### config.mk
export PLATFORM = sky130hd
export DESIGN_NAME = uart_baud_gen
export DESIGN_NICKNAME = d
export VERILOG_FILES = /design/src/rtl/uart_pkg.sv /design/src/rtl/uart_frac_div.sv /design/src/rtl/uart_baud_gen.sv
export SDC_FILE = /design/constraint.sdc
export NUM_CORES = 1
export LEC_CHECK = 0
export BUFFER_PORTS_ARGS = -buffer_cell sky130_fd_sc_hd__buf_4
export CAP_MARGIN = 10
export CORE_AREA = 3 3 69 84
export CTS_BUF_LIST = sky130_fd_sc_hd__clkbuf_8
export DETAILED_ROUTE_END_ITERATION = 8
export DIE_AREA = 0 0 72 87
export PLACE_DENSITY = 0.8
export SYNTH_ARGS = -nofsm -noshare
export SYNTH_HDL_FRONTEND = slang
export SYNTH_SLANG_ARGS = --single-unit
export TNS_END_PERCENT = 100
### constraint.sdc
create_clock -name clk -period 3.6 [get_ports clk]
set_input_delay 0.72 -clock clk [delete_from_list [all_inputs] [get_ports clk]]
set_output_delay 0.72 -clock clk [all_outputs]
set_load 0.1 [all_outputs]
### src/rtl/uart_pkg.sv
// Shared constants and types for the UART baud-rate generator.
// The optional fractional divider is selected with the UART_BAUD_FRAC_EN macro.
package uart_pkg;

    localparam int DEF_CNT_W  = 16;
    localparam int DEF_FRAC_W = 4;
    localparam int DEF_OVS    = 16;
    localparam int DEF_OVS_W  = 4;

    // Oversample phase at which the RX strobe lands in the middle of a bit.
    localparam int RX_MID = DEF_OVS / 2 - 1;

    typedef struct packed {
        logic [DEF_CNT_W-1:0]  ival;
        logic [DEF_FRAC_W-1:0] fval;
    } div_rec_t;

    function automatic int rx_mid_of(input int ovs);
        return ovs / 2 - 1;
    endfunction

endpackage

### src/rtl/uart_frac_div.sv
// Fractional clock divider with a shadowed, glitch-free divisor update.
// UART_BAUD_FRAC_EN adds the fractional accumulator; without it periods are exactly div_int.
module uart_frac_div import uart_pkg::*; #(
    parameter int CNT_W  = DEF_CNT_W,
    parameter int FRAC_W = DEF_FRAC_W
) (
    input  logic              clk,
    input  logic              rst,
    input  logic              en,
    input  logic              div_we,
    input  logic [CNT_W-1:0]  div_int,
    input  logic [FRAC_W-1:0] div_frac,
    output logic              step,
    output logic              div_pend
);

    logic [CNT_W-1:0] cnt;
    logic [CNT_W-1:0] act_int;
    logic [CNT_W-1:0] shd_int;
    logic [CNT_W-1:0] nxt_int;
    logic             apply;
    logic             carry;

    // A write in the same cycle as an apply must win, so the apply path reads the incoming value.
    assign nxt_int = div_we ? div_int : shd_int;
    assign apply   = !en || (cnt == '0) || (act_int == '0);
    assign step    = en && (cnt == '0) && (act_int != '0);

`ifdef UART_BAUD_FRAC_EN
    logic [FRAC_W-1:0] frac_acc;
    logic [FRAC_W-1:0] act_frac;
    logic [FRAC_W-1:0] shd_frac;
    logic [FRAC_W-1:0] nxt_frac;
    logic [FRAC_W:0]   frac_sum;

    assign nxt_frac = div_we ? div_frac : shd_frac;
    assign frac_sum = {1'b0, frac_acc} + {1'b0, nxt_frac};
    assign carry    = frac_sum[FRAC_W];

    always_ff @(posedge clk) begin
        if (rst) begin
            frac_acc <= '0;
            act_frac <= '0;
            shd_frac <= '0;
        end else begin
            if (div_we) shd_frac <= div_frac;
            if (apply)  act_frac <= nxt_frac;
            if (!en)        frac_acc <= '0;
            else if (step)  frac_acc <= frac_sum[FRAC_W-1:0];
        end
    end
`else
    logic unused_frac;
    assign unused_frac = ^div_frac;
    assign carry       = 1'b0;
`endif

    always_ff @(posedge clk) begin
        if (rst) begin
            cnt      <= '0;
            act_int  <= '0;
            shd_int  <= '0;
            div_pend <= 1'b0;
        end else begin
            if (div_we) shd_int <= div_int;
            if (apply) begin
                act_int  <= nxt_int;
                div_pend <= 1'b0;
            end else if (div_we) begin
                div_pend <= 1'b1;
            end
            // Reload uses the divisor applied at this terminal count; a zero divisor parks at 0.
            if (!en)
                cnt <= '0;
            else if (step)
                cnt <= (nxt_int == '0) ? '0 : nxt_int - CNT_W'(1) + CNT_W'(carry);
            else if (cnt != '0)
                cnt <= cnt - CNT_W'(1);
        end
    end

endmodule

### src/rtl/uart_baud_gen.sv
// UART baud generator: oversample tick plus free-running TX and resyncable RX phase strobes.
// Fractional division is present only when UART_BAUD_FRAC_EN is defined.
module uart_baud_gen import uart_pkg::*; #(
    parameter int CNT_W  = DEF_CNT_W,
    parameter int FRAC_W = DEF_FRAC_W,
    parameter int OVS    = DEF_OVS,
    parameter int OVS_W  = DEF_OVS_W
) (
    input  logic              clk,
    input  logic              rst,
    input  logic              en,
    input  logic              div_we,
    input  logic [CNT_W-1:0]  div_int,
    input  logic [FRAC_W-1:0] div_frac,
    input  logic              rx_sync,
    output logic              tick_ovs,
    output logic              tick_rx,
    output logic              tick_tx,
    output logic              div_pend
);

    localparam logic [OVS_W-1:0] TX_LAST = OVS_W'(OVS - 1);
    localparam logic [OVS_W-1:0] RX_MIDP = OVS_W'(rx_mid_of(OVS));

    logic             step;
    logic [OVS_W-1:0] tx_phase;
    logic [OVS_W-1:0] rx_phase;

    uart_frac_div #(
        .CNT_W  (CNT_W),
        .FRAC_W (FRAC_W)
    ) u_div (
        .clk      (clk),
        .rst      (rst),
        .en       (en),
        .div_we   (div_we),
        .div_int  (div_int),
        .div_frac (div_frac),
        .step     (step),
        .div_pend (div_pend)
    );

    always_ff @(posedge clk) begin
        if (rst || !en) begin
            tx_phase <= '0;
            rx_phase <= '0;
            tick_ovs <= 1'b0;
            tick_tx  <= 1'b0;
            tick_rx  <= 1'b0;
        end else begin
            tick_ovs <= step;
            tick_tx  <= step && (tx_phase == TX_LAST);
            if (step) tx_phase <= tx_phase + OVS_W'(1);
            // A start edge realigns RX and swallows any strobe that would fire on the same edge.
            if (rx_sync) begin
                rx_phase <= '0;
                tick_rx  <= 1'b0;
            end else begin
                tick_rx <= step && (rx_phase == RX_MIDP);
                if (step) rx_phase <= rx_phase + OVS_W'(1);
            end
        end
    end

endmodule
==> metrics.md, run 1 <==
| Metric | Value |
|---|---|
| Area share of the largest cell type after synthesis | `0.392` |
| DRC violation count after routing | `0` |
| Async SR Flop Fraction | `0` |
| Die Y | `87 µm` |
| Routed wl met2 | `3570 µm` |
| Metal-1 WL | `3210 µm` |
| Reg2Reg Capture Point | `u_div.cnt[12]$_SDFFE_PP0P_` |
| Max FO, Critical Path | `10` |
| Htree depth | `3` |
| Synthesis-to-layout area growth | `14.9%` |
| CTS tree | `yes` |
| Number of post-CTS setup repair buffers | `0` |
| EDFF count, synth | `0` |
| Internal power | `0.00192 W` |
| Max-cap viol count | `0` |
| Final Max Tran Viols | `0` |
| Post-cts sizing count | `0` |
| Mean Syn Cell Area | `8.49 µm²` |
| Reg clk slew, reported paths | `70 ps` |
| Setup TNS | `0 ps` |
| Final Cycle Share | `0.764` |
| Router iterations before antenna repair | `4` |
| LEAKAGE | `1.38 nW` |
| Total power per unit cell area | `936 mW/mm²` |
| Port Buffers | `24` |
| Hold buffers post-CTS | `0` |
| Share of power burned in registers | `0.298` |
| Most frequent cell after synthesis | `dfxtp_1` |
| DR WL/cell | `16.4 µm` |
| Initial antenna violation count | `0` |
| Cells after synthesis | `361` |
| Status | `complete, no violations` |
| Clock sinks | `60` |
| Commonest cells post-synth | `dfxtp_1, nor2_1, a21oi_1` |
| R2r worst-path depth | `7` |
| GRT overflow | `0` |
| Critical Path AT | `2960 ps` |
| Actual slew at the worst max-slew pin | `842 ps` |
| CP Capture Type | `flop` |
| Part of the Yosys area used for sequential elements | `0.392` |
| GRT Total Usage | `0.256` |
| Logic pwr share | `0.479` |
| Top Metal Used | `met4` |
| Vias | `2748` |
| Clk_lat worst skew | `340 ps` |
| Syn_nets | `391` |
| CTS Buffer Depth | `2` |
| WHS Endpoint | `tick_rx$_SDFF_PP0_` |
| Clock root cell | `clkbuf_8` |
| Final setup vio count | `0` |
| Largest cells by area after synthesis | `dfxtp_1, nor2_1, mux2i_1, xnor2_1, a211oi_1` |
| ANT cells | `0` |
| Ys Warns | `0` |
| Iter 0 DRT Violations | `211` |
| FP Rows | `28` |
| Worst path required time | `3810 ps` |
| Mapped Area | `0.00307 mm²` |
| Vias in the first global route | `2802` |
| RSZ-0062 raised after global routing | `false` |
| Nets@finish | `413` |
| GP Congestion | `0.867` |
| DP HPWL | `5210 µm` |
| Hold path cells | `1` |
| Final WL | `7320 µm` |
| Worst Hold Class | `reg -> reg` |
| CP Class | `in -> reg` |
| Worst Setup SP | `div_we` |
| Starting Density | `0.612` |
| Post-route minimum period | `2750 ps` |
| Vias per inst | `6.15` |
| First-pass GRT wire length | `12600 µm` |
| Fraction of layout cells with a size suffix above 1 | `0.132` |
| Die Area | `0.00626 mm²` |
| Library cells used by synthesis | `49` |
| Slew margin rel. | `0.431` |
| Core area | `0.00501 mm²` |
| CP Launch Type | `input port` |
| Antenna violation net count after detailed routing | `0` |
| Switch Pwr | `0.00138 W` |
| Met3 wire len | `340 µm` |
| Worst flop-to-flop path startpoint | `u_div.shd_int[0]$_SDFF_PP0_` |
| Ys flop type | `dfxtp_1` |
| Max Clock Skew | `8.52 ps` |
| Switching Share | `0.419` |
| Die W | `72 µm` |
| Maximum vdd drop | `0.508 mV` |
| Final Hold Vio Count | `0` |
| Hold path start | `rx_phase[3]$_SDFFE_PP0P_` |
| Reg2Reg Setup Slack | `1110 ps` |
| Area leader, netlist | `dfxtp_1` |
| Post-route setup slack | `848 ps` |
| Fmax | `363 MHz` |
| Dpl ws | `539 ps` |
| Clock power share | `0.224` |
| I/O Pins | `29` |
| TritonCTS buffer count | `9` |
| #FFs+latches synth | `60` |
| Pin count of the biggest net entering global routing | `39` |
[registers in the layout, indices dropped and copies added, names as in the netlist]
signal          cells
rx_phase            4
u_div.act_int      16
u_div.div_pend      1
u_div.cnt          16
tick_tx             1
tx_phase            4
u_div.shd_int      16
tick_rx             1
tick_ovs            1
[worst max-delay path by stage]
stage,endpoint,slack (ps),cells after the start
after floorplan,u_div.cnt[13]$_SDFFE_PP0P_,290,11
after global placement,u_div.cnt[11]$_SDFFE_PP0P_,600,8
after detailed placement,u_div.cnt[12]$_SDFFE_PP0P_,540,8
after CTS,u_div.cnt[12]$_SDFFE_PP0P_,890,8
after global routing,u_div.cnt[12]$_SDFFE_PP0P_,680,8
final,u_div.cnt[12]$_SDFFE_PP0P_,850,8
[stage by stage]
| stage | total power (W) | instances | instance area (µm²) | utilization | hold WS (ps) |
|---|---|---|---|---|---|
| 2_1_floorplan | 0.00219 | 361 | 3070 | - | 408 |
| 3_3_place_gp | 0.00249 | 432 | 3280 | 0.656 | 432 |
| 5_1_grt | 0.00353 | 447 | 3520 | 0.703 | 475 |
| 4_1_cts | 0.00327 | 447 | 3520 | 0.703 | 443 |
| 3_5_place_dp | 0.00253 | 432 | 3280 | 0.656 | 434 |
| 6_report | 0.00330 | 447 | 3520 | 0.703 | 439 |
[cell type report]
| class | count | area, µm² |
|---|---|---|
| Clock buffer | 10 | 138 |
| Clock inverter | 5 | 100 |
| Fill cell | 421 | 1490 |
| Inverter | 5 | 18.8 |
| Multi-Input combinational cell | 277 | 1760 |
| Sequential cell | 60 | 1200 |
| Tap cell | 60 | 75.1 |
| Timing Repair Buffer | 30 | 225 |
[cell families (layout without fill, tap and decap cells)]
logic type                 count (synthesis)  in the layout  synth area share
xor gates and xnor gates                  26             26            0.0743
buffers and inverters                     24             50            0.0343
adders and majority gates                  5              5            0.0204
and+or+nand+nor                          157            157             0.268
AOI/OAI and AO/OA                         71             71             0.152
muxes                                     18             18            0.0592
DFF                                       60             60             0.392
[power by group through the flow]
stage | combinational, W | clock, W | sequential [W]
final | 0.00158 | 0.000738 | 0.000982
after global routing | 0.00176 | 0.000774 | 0.00100
after CTS | 0.00155 | 0.000741 | 0.000978
after detailed placement | 0.00154 | 0 | 0.000991
after global placement | 0.00150 | 0 | 0.000982
after floorplan | 0.00119 | 0 | 0.00101
[critical path, stage by stage]
cell and delay (ps):
buf_4 120, mux2i_1 280, ha_1 330, nor4bb_1 340
a22oi_1 210, or3_1 590, nand3_1 230, o32ai_1 120
[cell usage in the layout, fill, tap and decap left out, types with 11 or more instances in the layout]
master / instances
dfxtp_1: 60
nor2_1: 49
buf_4: 30
a21oi_1: 23
nand2_1: 20
mux2i_1: 17
a211oi_1: 17
nand3_1: 16
xnor2_1: 15
xor2_1: 11
[per-layer routing]
metal,up-vias,global-route usage
met3,19,0.0635
met4,0,0.116
met1,1295,0.305
li1,1356,-
met2,78,0.432
met5,-,0
Note: power is estimated with default switching activity, not from simulation.
==> inputs of run 2 (changes only) <==
Settings changed: ABC_AREA set to 1, CORE_AREA 3 3 69 84 to 3 3 76 93, DIE_AREA 0 0 72 87 to 0 0 79 96, PLACE_DENSITY 0.8 to 0.77.
Clock period 3.6 ns to 2.4 ns, I/O delays scaled along.
==> run 2 against run 1 <==
  * Via count is 12% higher
  * Synthesized cell count is 39% higher
  * Sequential share of layout area is 3.5 points lower
  * Cell area is 11% higher
  * Largest power group unchanged
  * Power is 39% higher
==> metrics.md, run 2 <==
| Metric | Value |
|---|---|
| Most frequent cell after synthesis | `nand2_1` |
| Top Registers | `u_div.act_int (16), u_div.cnt (16), u_div.shd_int (16)` |
| Final Hold Vio Count | `0` |
| Ys flop type | `dfxtp_1` |
| Vias | `3080` |
| Met1 Usage GRT | `0.253` |
| Part of the Yosys area used for sequential elements | `0.345` |
| Max FO, Critical Path | `12` |
| Actual slew at the worst max-slew pin | `421 ps` |
| Starting Density | `0.551` |
| Commonest cells after routing, fill and taps aside | `nand2_1, nor2_1, dfxtp_1` |
| Clk_lat worst skew | `340 ps` |
| LEAKAGE | `1.87 nW` |
| Met3 usage | `0.0487` |
| Final Cycle Share | `0.792` |
| CTS tree | `yes` |
| Status | `complete, no violations` |
| Mean Syn Cell Area | `6.97 µm²` |
| R2r worst-path depth | `11` |
| Overall power | `0.00459 W` |
| Fmax | `526 MHz` |
| WHS Endpoint | `rx_phase[3]$_SDFFE_PP0P_` |
| Commonest non-fill, non-tap cell in the layout | `nand2_1` |
| Worst Hold Class | `in -> reg` |
| Number of post-CTS setup repair buffers | `0` |
| Most used routing layer in global routing | `met2` |
| DP HPWL | `5720 µm` |
| Die Area | `0.00758 mm²` |
| Router iterations before antenna repair | `4` |
| Hold buffers post-CTS | `0` |
| Async SR Flop Fraction | `0` |
| Fraction of layout cells with a size suffix above 1 | `0.202` |
| Htree depth | `3` |
| Vias in the first global route | `2960` |
| Post-route minimum period | `1900 ps` |
| Worst path required time | `2620 ps` |
| Crit path cell chain | `inv_1 > ha_1 > inv_1 > nor2_1 > nand4_1 > nor2_1 > nand2_1 > inv_1 > nor2_1 > inv_1 > nor2_1` |
| Design area | `0.00392 mm²` |
| Area share of the largest cell type after synthesis | `0.345` |
| Worst Hold Margin | `446 ps` |
| Final setup vio count | `0` |
| Antenna violation net count after detailed routing | `0` |
| GR Util met2 | `0.384` |
| Final WL | `7690 µm` |
| Maximum vdd drop | `0.654 mV` |
| CP Launch Type | `flop` |
| Library cells used by synthesis | `35` |
| Max Clock Skew | `6.60 ps` |
| Max-cap viol count | `0` |
| Worst Setup SP | `u_div.cnt[0]$_SDFFE_PP0P_` |
| Critical Path AT | `2120 ps` |
| Hold path start | `rx_sync` |
| Placed cell count | `600` |
| Clock sinks | `60` |
| GRT overflow | `0` |
| CTS Buffer Depth | `2` |
| Hold path cells | `3` |
| Post-cts sizing count | `0` |
| Final Max Tran Viols | `0` |
| Iter 0 DRT Violations | `178` |
| Reg2Reg Capture Point | `u_div.cnt[2]$_SDFFE_PP0P_` |
| Vias per inst | `5.00` |
| ANT cells | `0` |
| Cells after synthesis | `500` |
| RSZ-0062 raised after global routing | `false` |
| CP Class | `reg -> reg` |
| Total power per unit cell area | `1170 mW/mm²` |
| Worst path bufs/invs | `4` |
| Largest cells by area after synthesis | `dfxtp_1, nand2_1, nor2_1, inv_1, xor2_1` |
| Syn_nets | `530` |
| DR WL/cell | `12.5 µm` |
| First-pass GRT wire length | `13000 µm` |
| Initial antenna violation count | `0` |
| CP Capture Type | `flop` |
| Setup TNS | `0 ps` |
| Slowest cell on the critical path | `dfxtp_1` |
| Ys Warns | `0` |
| Reg clk slew, reported paths | `70 ps` |
| GRT Total Usage | `0.218` |
| Clock root cell | `clkbuf_8` |
| Die Y | `96 µm` |
| Core area | `0.00633 mm²` |
| TritonCTS buffer count | `9` |
| Post-route insts no fill | `616` |
| Dpl cell area | `0.00370 mm²` |
| Area leader, netlist | `dfxtp_1` |
| Commonest cells post-synth | `nand2_1, nor2_1, dfxtp_1` |
| CP delay by family, top | `simple AND/OR/NAND/NOR gates` |
| Worst flop-to-flop path startpoint | `u_div.cnt[0]$_SDFFE_PP0P_` |
| Reg2Reg Setup Slack | `500 ps` |
| EDFF count, synth | `0` |
| Synthesis-to-layout area growth | `12.5%` |
| #FFs+latches synth | `60` |
| GP Congestion | `0.978` |
| Mapped Area | `0.00348 mm²` |
| I/O Pins | `29` |
| Port Buffers | `24` |
| Max incr delay on CP | `310 ps` |
| Nets@finish | `556` |
| Slew margin rel. | `0.719` |
| Pin count of the biggest net entering global routing | `35` |
| DRC violation count after routing | `0` |
| Die W | `79 µm` |
| FP Rows | `32` |
==> run 2: through the flow <==
step           setup slack [ps]   util
5_1_grt                     305  0.619
3_3_place_gp                232  0.585
6_report                    499  0.619
2_1_floorplan               473      -
4_1_cts                     515  0.619
3_5_place_dp                184  0.585
==> run 2: worst register-to-register path, delay by kind of cell, from the launching register on <==
family	cells	cell delay [ps]
adder cells (fa/ha/maj)	1	200
buffers and inverters	4	580
AND/OR/NAND/NOR	6	700
flip-flops	1	310
==> run 2: area by class of cell <==
cell class                 count  area, µm²
sequential                    60       1200
tap                           85        106
fill                         595       2410
multi-input combinational    371       1960
clock inverter                 6       80.1
inverter                      55        211
clock buffer                  10        138
timing repair buffer          29        218
==> run 2: how the worst max path moves through the flow <==
stage / slack [ps] / to / cells after the start
final: 500 / u_div.cnt[2]$_SDFFE_PP0P_ / 11
after floorplan: 470 / u_div.cnt[2]$_SDFFE_PP0P_ / 12
after CTS: 520 / u_div.cnt[2]$_SDFFE_PP0P_ / 11
after global routing: 300 / u_div.cnt[15]$_SDFFE_PP0P_ / 11
after global placement: 230 / u_div.cnt[2]$_SDFFE_PP0P_ / 12
after detailed placement: 180 / u_div.cnt[2]$_SDFFE_PP0P_ / 12
==> run 2: cell families after synthesis <==
family / Yosys count / synth area share
buf+inv: 69 / 0.0912
fa+ha+maj: 5 / 0.0180
simple gates: 295 / 0.387
compound gates: 49 / 0.104
flops: 60 / 0.345
xor+xnor: 22 / 0.0553
==> run 2: metal layers <==
| layer | wire [µm] | part of all wire | vias to the layer above |
|---|---|---|---|
| met1 | 3380 | 0.44 | 1401 |
| met2 | 3840 | 0.50 | 54 |
| met5 | 0 | 0 | - |
| met4 | 188 | 0.024 | 0 |
| li1 | - | - | 1610 |
| met3 | 285 | 0.037 | 15 |
==> run 2: where the power goes <==
group	switching, W	internal (W)	leakage [nW]
Sequential	0.000154	0.00123	0.494
Clock	0.000396	0.000603	0.115
Combinational	0.00142	0.000785	1.26
Total	0.00197	0.00262	1.87
